[config.mk]
export PLATFORM = sky130hd
export DESIGN_NAME = risc_core_mc
export DESIGN_NICKNAME = d
export VERILOG_FILES = /design/src/rtl/risc_core_mc.sv
export SDC_FILE = /design/constraint.sdc
export NUM_CORES = 1
export LEC_CHECK = 0
export ABC_CLOCK_PERIOD_IN_PS = 4450
export BUFFER_PORTS_ARGS = -buffer_cell sky130_fd_sc_hd__buf_2
export CAP_MARGIN = 10
export CORE_MARGIN = 4
export CORE_UTILIZATION = 45
export CTS_CLUSTER_SIZE = 24
export DETAILED_ROUTE_END_ITERATION = 10
export PLACE_DENSITY = 0.72
export SLEW_MARGIN = 20
export SYNTH_ARGS = -nofsm -noshare
export SYNTH_HDL_FRONTEND = slang
export SYNTH_SLANG_ARGS = --single-unit
[constraint.sdc]
create_clock -name clk -period 4.45 [get_ports clk]
set_clock_uncertainty 0.05 [all_clocks]
set_input_delay 0.445 -clock clk [delete_from_list [all_inputs] [get_ports clk]]
set_output_delay 0.445 -clock clk [all_outputs]
set_load 0.02 [all_outputs]
[src/rtl/risc_core_mc.sv]
// risc_core_mc: multi-cycle 4-register core with paged memory behind one
// req/ack port, blocking IN handshake, OUT strobe and illegal-opcode flag.
module risc_core_mc #(
    parameter int                DATA_W   = 8,
    parameter logic [DATA_W-1:0] RESET_PC = '0,
    parameter logic [DATA_W-1:0] RESET_SP = '0
) (
    input  logic                  clk,
    input  logic                  rst,
    output logic                  mem_req,
    output logic                  mem_we,
    output logic [2*DATA_W-1:0]   mem_addr,
    output logic [DATA_W-1:0]     mem_wdata,
    input  logic                  mem_ack,
    input  logic [DATA_W-1:0]     mem_rdata,
    output logic                  out_valid,
    output logic [DATA_W-1:0]     out_data,
    input  logic                  in_valid,
    input  logic [DATA_W-1:0]     in_data,
    output logic                  in_ready,
    output logic                  halted,
    output logic                  illegal
);
    typedef enum logic [2:0] {
        FETCH, EXEC, MEM, WAIT_IN, HALTED
    } state_t;

    state_t state, state_nx;
    logic boot;
    logic [3:0][DATA_W-1:0] r, r_nx;
    logic [DATA_W-1:0] pc, pc_nx, sp, sp_nx;
    logic [DATA_W-1:0] ipage, ipage_nx, dpage, dpage_nx, spage, spage_nx;
    logic [7:0] ir, ir_nx;

    logic [3:0] op;
    logic [1:0] rd, rs;
    logic [3:0] imm;
    logic [DATA_W-1:0] rdv, rsv, pc1;
    logic skip;

    assign op  = ir[7:4];
    assign rd  = ir[3:2];
    assign rs  = ir[1:0];
    assign imm = {ir[5:4], ir[1:0]};
    assign rdv = r[rd];
    assign rsv = r[rs];
    assign pc1 = pc + DATA_W'(1);

    assign halted   = (state == HALTED);
    assign out_data = rdv;

    always_comb begin
        skip = 1'b0;
        unique case (rs)
            2'b00: skip = (rdv == '0);
            2'b01: skip = (rdv != '0);
            2'b10: skip = rdv[DATA_W-1];
            2'b11: skip = !rdv[DATA_W-1];
        endcase
    end

    // Address/data held stable from EXEC state across all MEM wait cycles
    always_comb begin
        mem_req   = 1'b0;
        mem_we    = 1'b0;
        mem_addr  = {ipage, pc};
        mem_wdata = rdv;
        if (state == FETCH) begin
            mem_req = !boot;
        end else if (state == MEM) begin
            mem_req = 1'b1;
            if (op == 4'h2) begin
                mem_addr = {dpage, rsv};
            end else if (op == 4'h3) begin
                mem_we   = 1'b1;
                mem_addr = {dpage, rsv};
            end else if (rs == 2'b00) begin
                mem_we   = 1'b1;
                mem_addr = {spage, sp - DATA_W'(1)};
            end else begin
                mem_addr = {spage, sp};
            end
        end
    end

    always_comb begin
        state_nx  = state;
        r_nx      = r;
        pc_nx     = pc;
        sp_nx     = sp;
        ipage_nx  = ipage;
        dpage_nx  = dpage;
        spage_nx  = spage;
        ir_nx     = ir;
        out_valid = 1'b0;
        in_ready  = 1'b0;
        illegal   = 1'b0;
        unique case (state)
            FETCH: begin
                if (!boot && mem_ack) begin
                    ir_nx    = mem_rdata[7:0];
                    state_nx = EXEC;
                end
            end
            EXEC: begin
                state_nx = FETCH;
                pc_nx    = pc1;
                case (op)
                    4'h0: begin
                        if (ir == 8'h01) begin
                            state_nx = HALTED;
                            pc_nx    = pc;
                        end else if (ir != 8'h00) begin
                            dpage_nx = rdv;
                        end
                    end
                    4'h1: r_nx[rd] = rdv - rsv;
                    4'h2, 4'h3: begin
                        state_nx = MEM;
                        pc_nx    = pc;
                    end
                    4'h4: if (skip) pc_nx = pc + DATA_W'(2);
                    4'h5: begin
                        pc_nx    = rsv;
                        r_nx[rd] = pc1;
                    end
                    4'h6: r_nx[rd] = ~(rdv & rsv);
                    4'h7: r_nx[rd] = rdv + rsv;
                    4'h8: begin
                        unique case (rs)
                            2'b00: r_nx[rd] = rdv + DATA_W'(1);
                            2'b01: r_nx[rd] = rdv - DATA_W'(1);
                            2'b10: out_valid = 1'b1;
                            2'b11: begin
                                state_nx = WAIT_IN;
                                pc_nx    = pc;
                            end
                        endcase
                    end
                    4'h9: begin
                        ipage_nx = r[2];
                        pc_nx    = rdv;
                        r_nx[rs] = pc1;
                    end
                    4'hA: begin
                        unique case (rs)
                            2'b00, 2'b01: begin
                                state_nx = MEM;
                                pc_nx    = pc;
                            end
                            2'b10: spage_nx = rdv;
                            2'b11: ;
                        endcase
                    end
                    4'hB: illegal = 1'b1;
                    default: r_nx[rd] = {rdv[DATA_W-5:0], imm};
                endcase
            end
            MEM: begin
                if (mem_ack) begin
                    state_nx = FETCH;
                    pc_nx    = pc1;
                    if (op == 4'h2) begin
                        r_nx[rd] = mem_rdata;
                    end else if (op == 4'hA && rs == 2'b00) begin
                        sp_nx = sp - DATA_W'(1);
                    end else if (op == 4'hA) begin
                        r_nx[rd] = mem_rdata;
                        sp_nx    = sp + DATA_W'(1);
                    end
                end
            end
            WAIT_IN: begin
                in_ready = 1'b1;
                if (in_valid) begin
                    r_nx[rd] = in_data;
                    pc_nx    = pc1;
                    state_nx = FETCH;
                end
            end
            HALTED: ;
        endcase
    end

    // boot masks the request for one cycle so reset visibly drops mem_req
    always_ff @(posedge clk) begin
        if (rst) begin
            state <= FETCH;
            boot  <= 1'b1;
            r     <= '0;
            pc    <= RESET_PC;
            sp    <= RESET_SP;
            ipage <= '0;
            dpage <= '0;
            spage <= '0;
            ir    <= '0;
        end else begin
            state <= state_nx;
            boot  <= 1'b0;
            r     <= r_nx;
            pc    <= pc_nx;
            sp    <= sp_nx;
            ipage <= ipage_nx;
            dpage <= dpage_nx;
            spage <= spage_nx;
            ir    <= ir_nx;
        end
    end
endmodule

## Word-level counts from Yosys, hierarchy flattened

Index checks and enable logic that the tools add are counted.

- Word-level logic and storage cells: 148
- Memories: 0
- Memory bits (read-only): 0
- Latch bits: 0
- Bits in registers: 84
- Input port bits: 20
- Bits in writable memories: 0
- Output and inout bits: 38

- $lt $le $gt $ge: 4
- $add $sub $neg: 8
- Shift-type cells: 0
- Reduce and logical (&&, ||, !) cells: 26
- Multiply operators: 0
- Bitwise operators: 4
- Muxes and demuxes: 64
- Equality and inequality tests: 30
- Div/mod/pow operators: 0

Operator list:

| cell | count |
|---|---|
| $bwmux 32 | 10 |
| $pmux 32 s7 | 1 |
| $mux 32 | 5 |
| $mux 8 | 13 |
| $pmux 32 s3 | 1 |
| $mux 16 | 4 |
| $pmux 32 s2 | 1 |
| $pmux 8 s7 | 1 |
| $bmux 8 s2 | 2 |
| $demux 8 s2 | 2 |
| $add 8x1->8 const B | 3 |
| $pmux 3 s4 | 2 |
| $pmux 8 s3 | 1 |
| $eq 4x3->1 const B | 4 |
| $eq 4x4->1 const B | 4 |
| $reduce_bool 8->1 | 2 |
| $sub 8x1->8 const B | 2 |
| $mux 1 | 14 |
| $reduce_and 7->1 | 2 |
| $mux 3 | 4 |
| $ne 3x3->1 const B | 4 |
| $reduce_and 4->1 | 3 |
| $add 8x2->8 const B | 1 |
| $add 8x8->8 | 1 |
| 33 further kinds | 49 |

## Depth between registers and ports, before layout

Gate-level depths: netlist of run 1.

- Depth after elaboration: 10
- Depth in mapped cells: 15
- Gate-level depth less buffers: 12

## Least setup slack after synthesis of run 1

No wires, ideal clock.

- Path type: register to register
- From: register ir[1]
- To: register with a tool-made name
- Required time: 4.309 ns
- Setup slack: 0.609 ns
- Path buffers: 4
- Stages on the path, launching flop included: 16
- Library setup time: 0.091 ns
- Arrival: 3.700 ns
- Period minus slack after synthesis: 3.841 ns
- Path through: dfxtp_1 > clkbuf_1 > clkbuf_1 > buf_1 > mux4_2 > inv_1 > ha_1 > clkbuf_1 > nand2b_1 > a2111oi_0 > a2111oi_0 > xnor2_1 > nand2_1 > and2_1 > o2bb2ai_1 > a311oi_1

RTL lines:

| item | RTL line | text |
|---|---|---|
| from (decl) | 33 | `logic [7:0] ir, ir_nx;` |
| from (signal assigned) | 206 | `ir <= ir_nx;` |

==> impl_metrics.env, run 1 <==
export IMPL_status="complete, no violations"
export IMPL_antenna_cells=0
export IMPL_cp_start_kind="flip-flop"
export IMPL_numCtsBuffers=9
export IMPL_grt_max_degree=49
export IMPL_synthCells=1212
export IMPL_routedWlPerCell_um=26.0
export IMPL_hold_slack_ns=0.285
export IMPL_row_count=49
export IMPL_clk_pin_slew_ns=0.08
export IMPL_synth_nets=1255
export IMPL_use_met1=0.483
export IMPL_leakage_nw=3.28
export IMPL_cts_sinks=84
export IMPL_final_period_utilization=0.858
export IMPL_fill_cells=1843
export IMPL_post_cts_buffers=0
export IMPL_async_flop_share=0
export IMPL_syn_area_per_cell_um2=6.92
export IMPL_max_cap_violations=0
export IMPL_critPathKind="reg2reg"
export IMPL_setup_viol=0
export IMPL_peakVddDrop_uv=213
export IMPL_antenna_found_initial=0
export IMPL_fin_setup_tns_ns=0
export IMPL_slew_viol_final=0
export IMPL_initial_core_util=0.462
export IMPL_h_tree_depth=3
export IMPL_grt_first_pass_wirelength_um=56700
export IMPL_p_per_area_nw_per_um2=294
export IMPL_grt_usage=0.356
export IMPL_die_w_um=145
export IMPL_synthFlopType="dfxtp_1"
export IMPL_busiest_layer="met2"
export IMPL_yosys_register_bits=84
export IMPL_cts_buffer_depth=2
export IMPL_routed_wl_um=37600
export IMPL_grtUsageMet2=0.507
export IMPL_yosysSeqAreaShare=0.200
export IMPL_gp_congestion=1.12
export IMPL_drive_gt1_frac=0.132
export IMPL_cts_tree="done"
export IMPL_nNetsFinal=1258
export IMPL_drt_initial_drc_count=1715
export IMPL_coreArea_um2=18100
export IMPL_worstMarginPinSlew_ns=1.08
export IMPL_arrival_ns=4.05
export IMPL_synth_warnings=0
export IMPL_port_buffers=57
export IMPL_viasPerCell=7.02
export IMPL_dr_pass1_iters=7
export IMPL_synth_edff_count=0
export IMPL_use_met3=0.102
export IMPL_cp_max_fo=16
export IMPL_fin_crit_ns=3.82
export IMPL_hold_viol_final=0
export IMPL_rsz0062_at_grt="false"
export IMPL_die_y_um=145
export IMPL_syn2layout_area_growth_pct=9.50
export IMPL_cp_end_kind="flip-flop"
export IMPL_ios=58
export IMPL_first_global_vias=9278
export IMPL_worstHoldPathType="in2reg"
export IMPL_vias=10200
export IMPL_area_sequential_um2=1680
export IMPL_hpwl_um=27500
export IMPL_clk_latency_ns=0.37
export IMPL_multi_input_area_um2=6150
export IMPL_max_slew_margin=0.278
export IMPL_gr_total_overflow=0
export IMPL_syn_area_um2=8390
export IMPL_cp_required_ns=4.68
export IMPL_mostFrequentLayoutCell="nor2_1"
export IMPL_synth_cell_type_count=76
export IMPL_r2r_setup_slack_ns=0.63
export IMPL_drc=0
export IMPL_antenna_left=0
export IMPL_cts_resized=0
export IMPL_max_freq_mhz=262
export IMPL_cts_hold_buf=0
export IMPL_die_area_um2=20900
export IMPL_clock_root_buffer="clkbuf_16"
export IMPL_layout_common_cells="nor2_1, a21oi_1, nand2_1"
## critical path, stage by stage, from the launching register on
cell,delay (ns)
dfxtp_1,0.43
buf_4,0.21
mux4_2,0.75
ha_1,0.54
nand2b_1,0.18
a2111oi_0,0.09
a2111oi_0,0.58
xnor2_1,0.22
nand2_1,0.10
and2_1,0.19
o2bb2ai_1,0.13
a311oi_1,0.26
## through the flow
step | instance area (um2) | util | total power, mW | cells | setup WS [ns]
2_1_floorplan | 8390 | - | 1.52 | 1212 | 0.609
3_3_place_gp | 8890 | 0.490 | 1.86 | 1433 | 0.752
3_5_place_dp | 8890 | 0.490 | 1.86 | 1433 | 0.727
4_1_cts | 9190 | 0.506 | 2.65 | 1449 | 0.682
5_1_grt | 9190 | 0.506 | 2.79 | 1449 | 0.401
6_report | 9190 | 0.506 | 2.70 | 1449 | 0.631
## layer usage
layer | vias to the layer above | routed length [um]
met4 | 2 | 2640
met5 | - | 23
met3 | 214 | 5290
met2 | 832 | 15200
met1 | 4636 | 14500
li1 | 4482 | -
## cells by family (layout without fill, tap and decap cells)
family / Yosys count / count (layout) / synth area share
and+or+nand+nor: 445 / 445 / 0.247
buffers and inverters: 142 / 150 / 0.0698
xor gates and xnor gates: 36 / 36 / 0.0385
muxes: 54 / 54 / 0.0884
DFF: 84 / 84 / 0.200
AOI/OAI and AO/OA: 428 / 428 / 0.320
adders and majority gates: 23 / 23 / 0.0361
## power breakdown
group	switching, mW	internal [mW]
sequential	0.0662	0.781
combinational	0.715	0.342
clock	0.396	0.398
total	1.18	1.52
## synth_stat cells, drive strengths merged (11+ instances only)
library cell    n  area, um2
nor2          163        612
a221oi         14        123
o21ai         105        526
buf            33        176
a21oi         143        716
a22oi          16        120
o211ai         17        128
nand2         105        394
ha             21        263
a31oi          16        100
nor4           11       68.8
o22ai          19        119
xnor2          24        218
inv            26       97.6
a211oi         24        180
dfxtp          84       1680
mux4           16        360
xor2           12        105
nand3          31        155
nand2b         21        131
nor3           52        265
clkbuf         83        312
mux2i          37        370
## layout make-up
type	instances	area share
repair buffers	108	0.0727
flip-flops and latches	84	0.183
multi-input cells	986	0.670
clock buffers	9	0.0245
clock inverters	7	0.00804
well taps	229	0.0312
inverters	26	0.0106
## final timing paths
check,from,to,cells past startpoint
setup / recovery,ir[3],flip-flop,11
hold / removal,mem_rdata[5],ir[5],3
setup reg to reg,ir[3],flip-flop,11
hold reg to reg,ipage[2],ipage[2],2
(Power assumes the default switching activity.)
==> inputs of run 2 (changes only) <==
--- a/config.mk
+++ b/config.mk
@@ -5,14 +5,17 @@
 export SDC_FILE = /design/constraint.sdc
 export NUM_CORES = 1
 export LEC_CHECK = 0
+export ABC_AREA = 1
 export ABC_CLOCK_PERIOD_IN_PS = 4450
 export BUFFER_PORTS_ARGS = -buffer_cell sky130_fd_sc_hd__buf_2
 export CAP_MARGIN = 10
+export CELL_PAD_IN_SITES_DETAIL_PLACEMENT = 2
+export CELL_PAD_IN_SITES_GLOBAL_PLACEMENT = 2
 export CORE_MARGIN = 4
-export CORE_UTILIZATION = 45
+export CORE_UTILIZATION = 33
 export CTS_CLUSTER_SIZE = 24
 export DETAILED_ROUTE_END_ITERATION = 10
-export PLACE_DENSITY = 0.72
+export PLACE_DENSITY = 0.93
 export SLEW_MARGIN = 20
 export SYNTH_ARGS = -nofsm -noshare
 export SYNTH_HDL_FRONTEND = slang
==> run 2 against run 1 <==
- clock power is 12% higher
- cell area is 11% higher
- fmax is 4.8% lower
- largest cell class unchanged
- sequential power is 4.0% higher
- largest power group unchanged
- core utilization is 14 points lower
- register-to-register slack worse by 0.19 ns
- final cell count is 40% higher
- critical path depth is 7 higher
- count of clock-buffer cells in the layout stayed put
==> impl_metrics.env, run 2 <==
export IMPL_initial_core_util=0.334
export IMPL_clk_latency_ns=0.40
export IMPL_cp_max_fo=9
export IMPL_fill_cells=3533
export IMPL_seqPwrFrac=0.258
export IMPL_worstMarginPinSlew_ns=1.19
export IMPL_viasPerCell=6.45
export IMPL_antenna_found_initial=1
export IMPL_max_freq_mhz=249
export IMPL_synth_nets=1680
export IMPL_layout_common_cells="nand2_1, o21ai_0, a21oi_1"
export IMPL_synthCells=1637
export IMPL_crit_chain="inv_1 -> nor2_1 -> inv_1 -> o22ai_1 -> a21oi_1 -> o21a_1 -> ha_1 -> inv_1 -> a21oi_1 -> o21ai_0 -> o21ai_0 -> nand3_1 -> a21oi_1 -> nand2_1 -> nand2_1 -> nand2_1 -> nand2_1 -> a21oi_1"
export IMPL_yosys_register_bits=84
export IMPL_power_mw=3.41
export IMPL_synth_area_leaders="dfxtp_1, nand2_1, o21ai_0"
export IMPL_synthXorXnorAreaFrac=0.0151
export IMPL_first_global_vias=13800
export IMPL_cts_sinks=84
export IMPL_syn_area_per_cell_um2=5.66
export IMPL_cp_top_family="compound AO/OA/AOI/OAI gates"
export IMPL_design_area_um2=10200
export IMPL_routed_wl_um=59300
export IMPL_vias=13100
export IMPL_slowest_delay_ns=0.52
export IMPL_hold_slack_ns=0.396
export IMPL_cp_required_ns=4.67
export IMPL_synth_compound_area_frac=0.332
export IMPL_coreArea_um2=27700
export IMPL_die_w_um=175
export IMPL_drc=0
export IMPL_fin_setup_tns_ns=0
export IMPL_multi_input_area_um2=6450
export IMPL_antenna_left=0
export IMPL_gr_total_overflow=0
export IMPL_path_depth=18
export IMPL_routedWlPerCell_um=29.2
export IMPL_final_period_utilization=0.902
export IMPL_yosys_area_share_simple=0.317
export IMPL_muxShareOfSynthArea=0
export IMPL_antenna_cells=0
export IMPL_nNetsFinal=1695
export IMPL_drive_gt1_frac=0.105
export IMPL_synth_cell_type_count=48
export IMPL_synth_largest_area_cell="dfxtp_1"
export IMPL_hold_depth=3
export IMPL_grt_first_pass_wirelength_um=88000
export IMPL_grt_max_degree=55
export IMPL_cp_end_kind="flip-flop"
export IMPL_crit_buf_inv=3
export IMPL_cp_start_kind="flip-flop"
export IMPL_post_cts_buffers=0
export IMPL_mostFrequentLayoutCell="nand2_1"
export IMPL_grt_usage=0.374
export IMPL_die_y_um=175
export IMPL_clock_root_buffer="clkbuf_16"
export IMPL_post_synth_top_count_cell="nand2_1"
export IMPL_worstHoldPathType="in2reg"
export IMPL_synth_top_family_by_area="compound AO/OA/AOI/OAI gates"
export IMPL_syn2layout_area_growth_pct=9.97
export IMPL_cts_buffer_depth=2
export IMPL_peakVddDrop_uv=176
export IMPL_slew_viol_final=0
export IMPL_synthFlopType="dfxtp_1"
export IMPL_setup_viol=0
export IMPL_cts_hold_buf=0
export IMPL_rsz0062_at_grt="false"
export IMPL_ios=58
export IMPL_netlist_top_cells_count="nand2_1, o21ai_0, a21oi_1"
export IMPL_h_tree_depth=3
export IMPL_cts_resized=0
export IMPL_hold_viol_final=0
export IMPL_numCtsBuffers=9
export IMPL_clk_pin_slew_ns=0.09
export IMPL_leakage_nw=4.53
export IMPL_async_flop_share=0
export IMPL_synth_top_area_frac=0.182
export IMPL_cp_slowest_cell="ha_1"
export IMPL_drt_initial_drc_count=1463
export IMPL_die_area_um2=30800
export IMPL_yosysSeqAreaShare=0.182
export IMPL_max_slew_margin=0.202
export IMPL_dp_cells=2019
export IMPL_fin_crit_ns=4.01
export IMPL_switching_share=0.529
export IMPL_p_int_mw=1.61
export IMPL_synth_edff_count=0
export IMPL_dr_pass1_iters=6
export IMPL_port_buffers=57
export IMPL_status="complete, no violations"
export IMPL_p_per_area_nw_per_um2=335
export IMPL_hpwl_um=43200
export IMPL_syn_area_um2=9260
export IMPL_arrival_ns=4.24
export IMPL_gp_congestion=1.04
export IMPL_reg2reg_depth=18
export IMPL_row_count=61
export IMPL_synth_warnings=0
export IMPL_area_sequential_um2=1680
export IMPL_critPathKind="reg2reg"
export IMPL_layoutNonFillerInstCount=2035
export IMPL_max_cap_violations=0
export IMPL_cts_tree="done"
export IMPL_placed_area_um2=9880
export IMPL_synth_adder_area_share=0.0327
export IMPL_combPwrFrac=0.482
export IMPL_netSwitchingPower_mw=1.81
export IMPL_clockPowerShare=0.260
run 2: cell types whose count changed in the layout (fill, tap and decap cells not counted), sizes merged, moves of 13 or more:
cell	previous run	this run
nand2	105	356
inv	30	178
o21ai	105	231
a21oi	143	227
nand3	31	103
mux2i	37	0
nor3	52	23
nand2b	21	0
xnor2	24	4
mux4	16	0
a22oi	16	3
run 2: power by group through the flow:
stage                     combinational (mW)  clock [mW]  sequential, mW
after global routing                    1.73       0.896           0.883
after global placement                  1.47           0           0.885
after floorplan                        0.987           0           0.849
after detailed placement                1.54           0           0.890
final                                   1.64       0.888           0.881
after CTS                               1.57       0.875           0.874
run 2: layer usage:
metal / routed length (um) / up-vias / GRT usage
met4: 4100 / 0 / 0.223
met3: 6000 / 281 / 0.102
met2: 26500 / 802 / 0.601
met5: 0 / - / 0
li1: - / 5550 / -
met1: 22700 / 6501 / 0.447
run 2: path summary, 6_finish.rpt:
check | from | endpoint | slack, ns
worst min-delay path | mem_rdata[2] | ir[2] | 0.40
worst max register to register | ir[0] | flip-flop | 0.44
worst min register to register | flip-flop | flip-flop | 0.43
worst max-delay path | ir[0] | flip-flop | 0.44
run 2: stage by stage:
| step | utilization | setup WS [ns] |
|---|---|---|
| 6_report | 0.367 | 0.437 |
| 5_1_grt | 0.367 | 0.234 |
| 4_1_cts | 0.367 | 0.617 |
| 3_5_place_dp | 0.357 | 0.760 |
| 3_3_place_gp | 0.357 | 0.898 |
| 2_1_floorplan | - | 1.40 |
run 2: final cells by class:
class                   count  share of cell area
clock buffers               9              0.0221
clock inverters             7             0.00725
inverters                 177              0.0660
multi-input cells        1281               0.634
flip-flops and latches     84               0.165
well taps                 378              0.0465
repair buffers             99              0.0590
run 2: cells by family after synthesis:
kind of cell             count (synthesis)
AND/OR/NAND/NOR                        681
AO/OA/AOI/OAI                          561
buffers and inverters                  272
flip-flops                              84
adder cells (fa/ha/maj)                 23
XOR/XNOR                                16
run 2: tightest hold or removal path, stage by stage:
cell and delay (ns):
buf_2 0.13, o21ai_0 0.11, a21oi_1 0.12
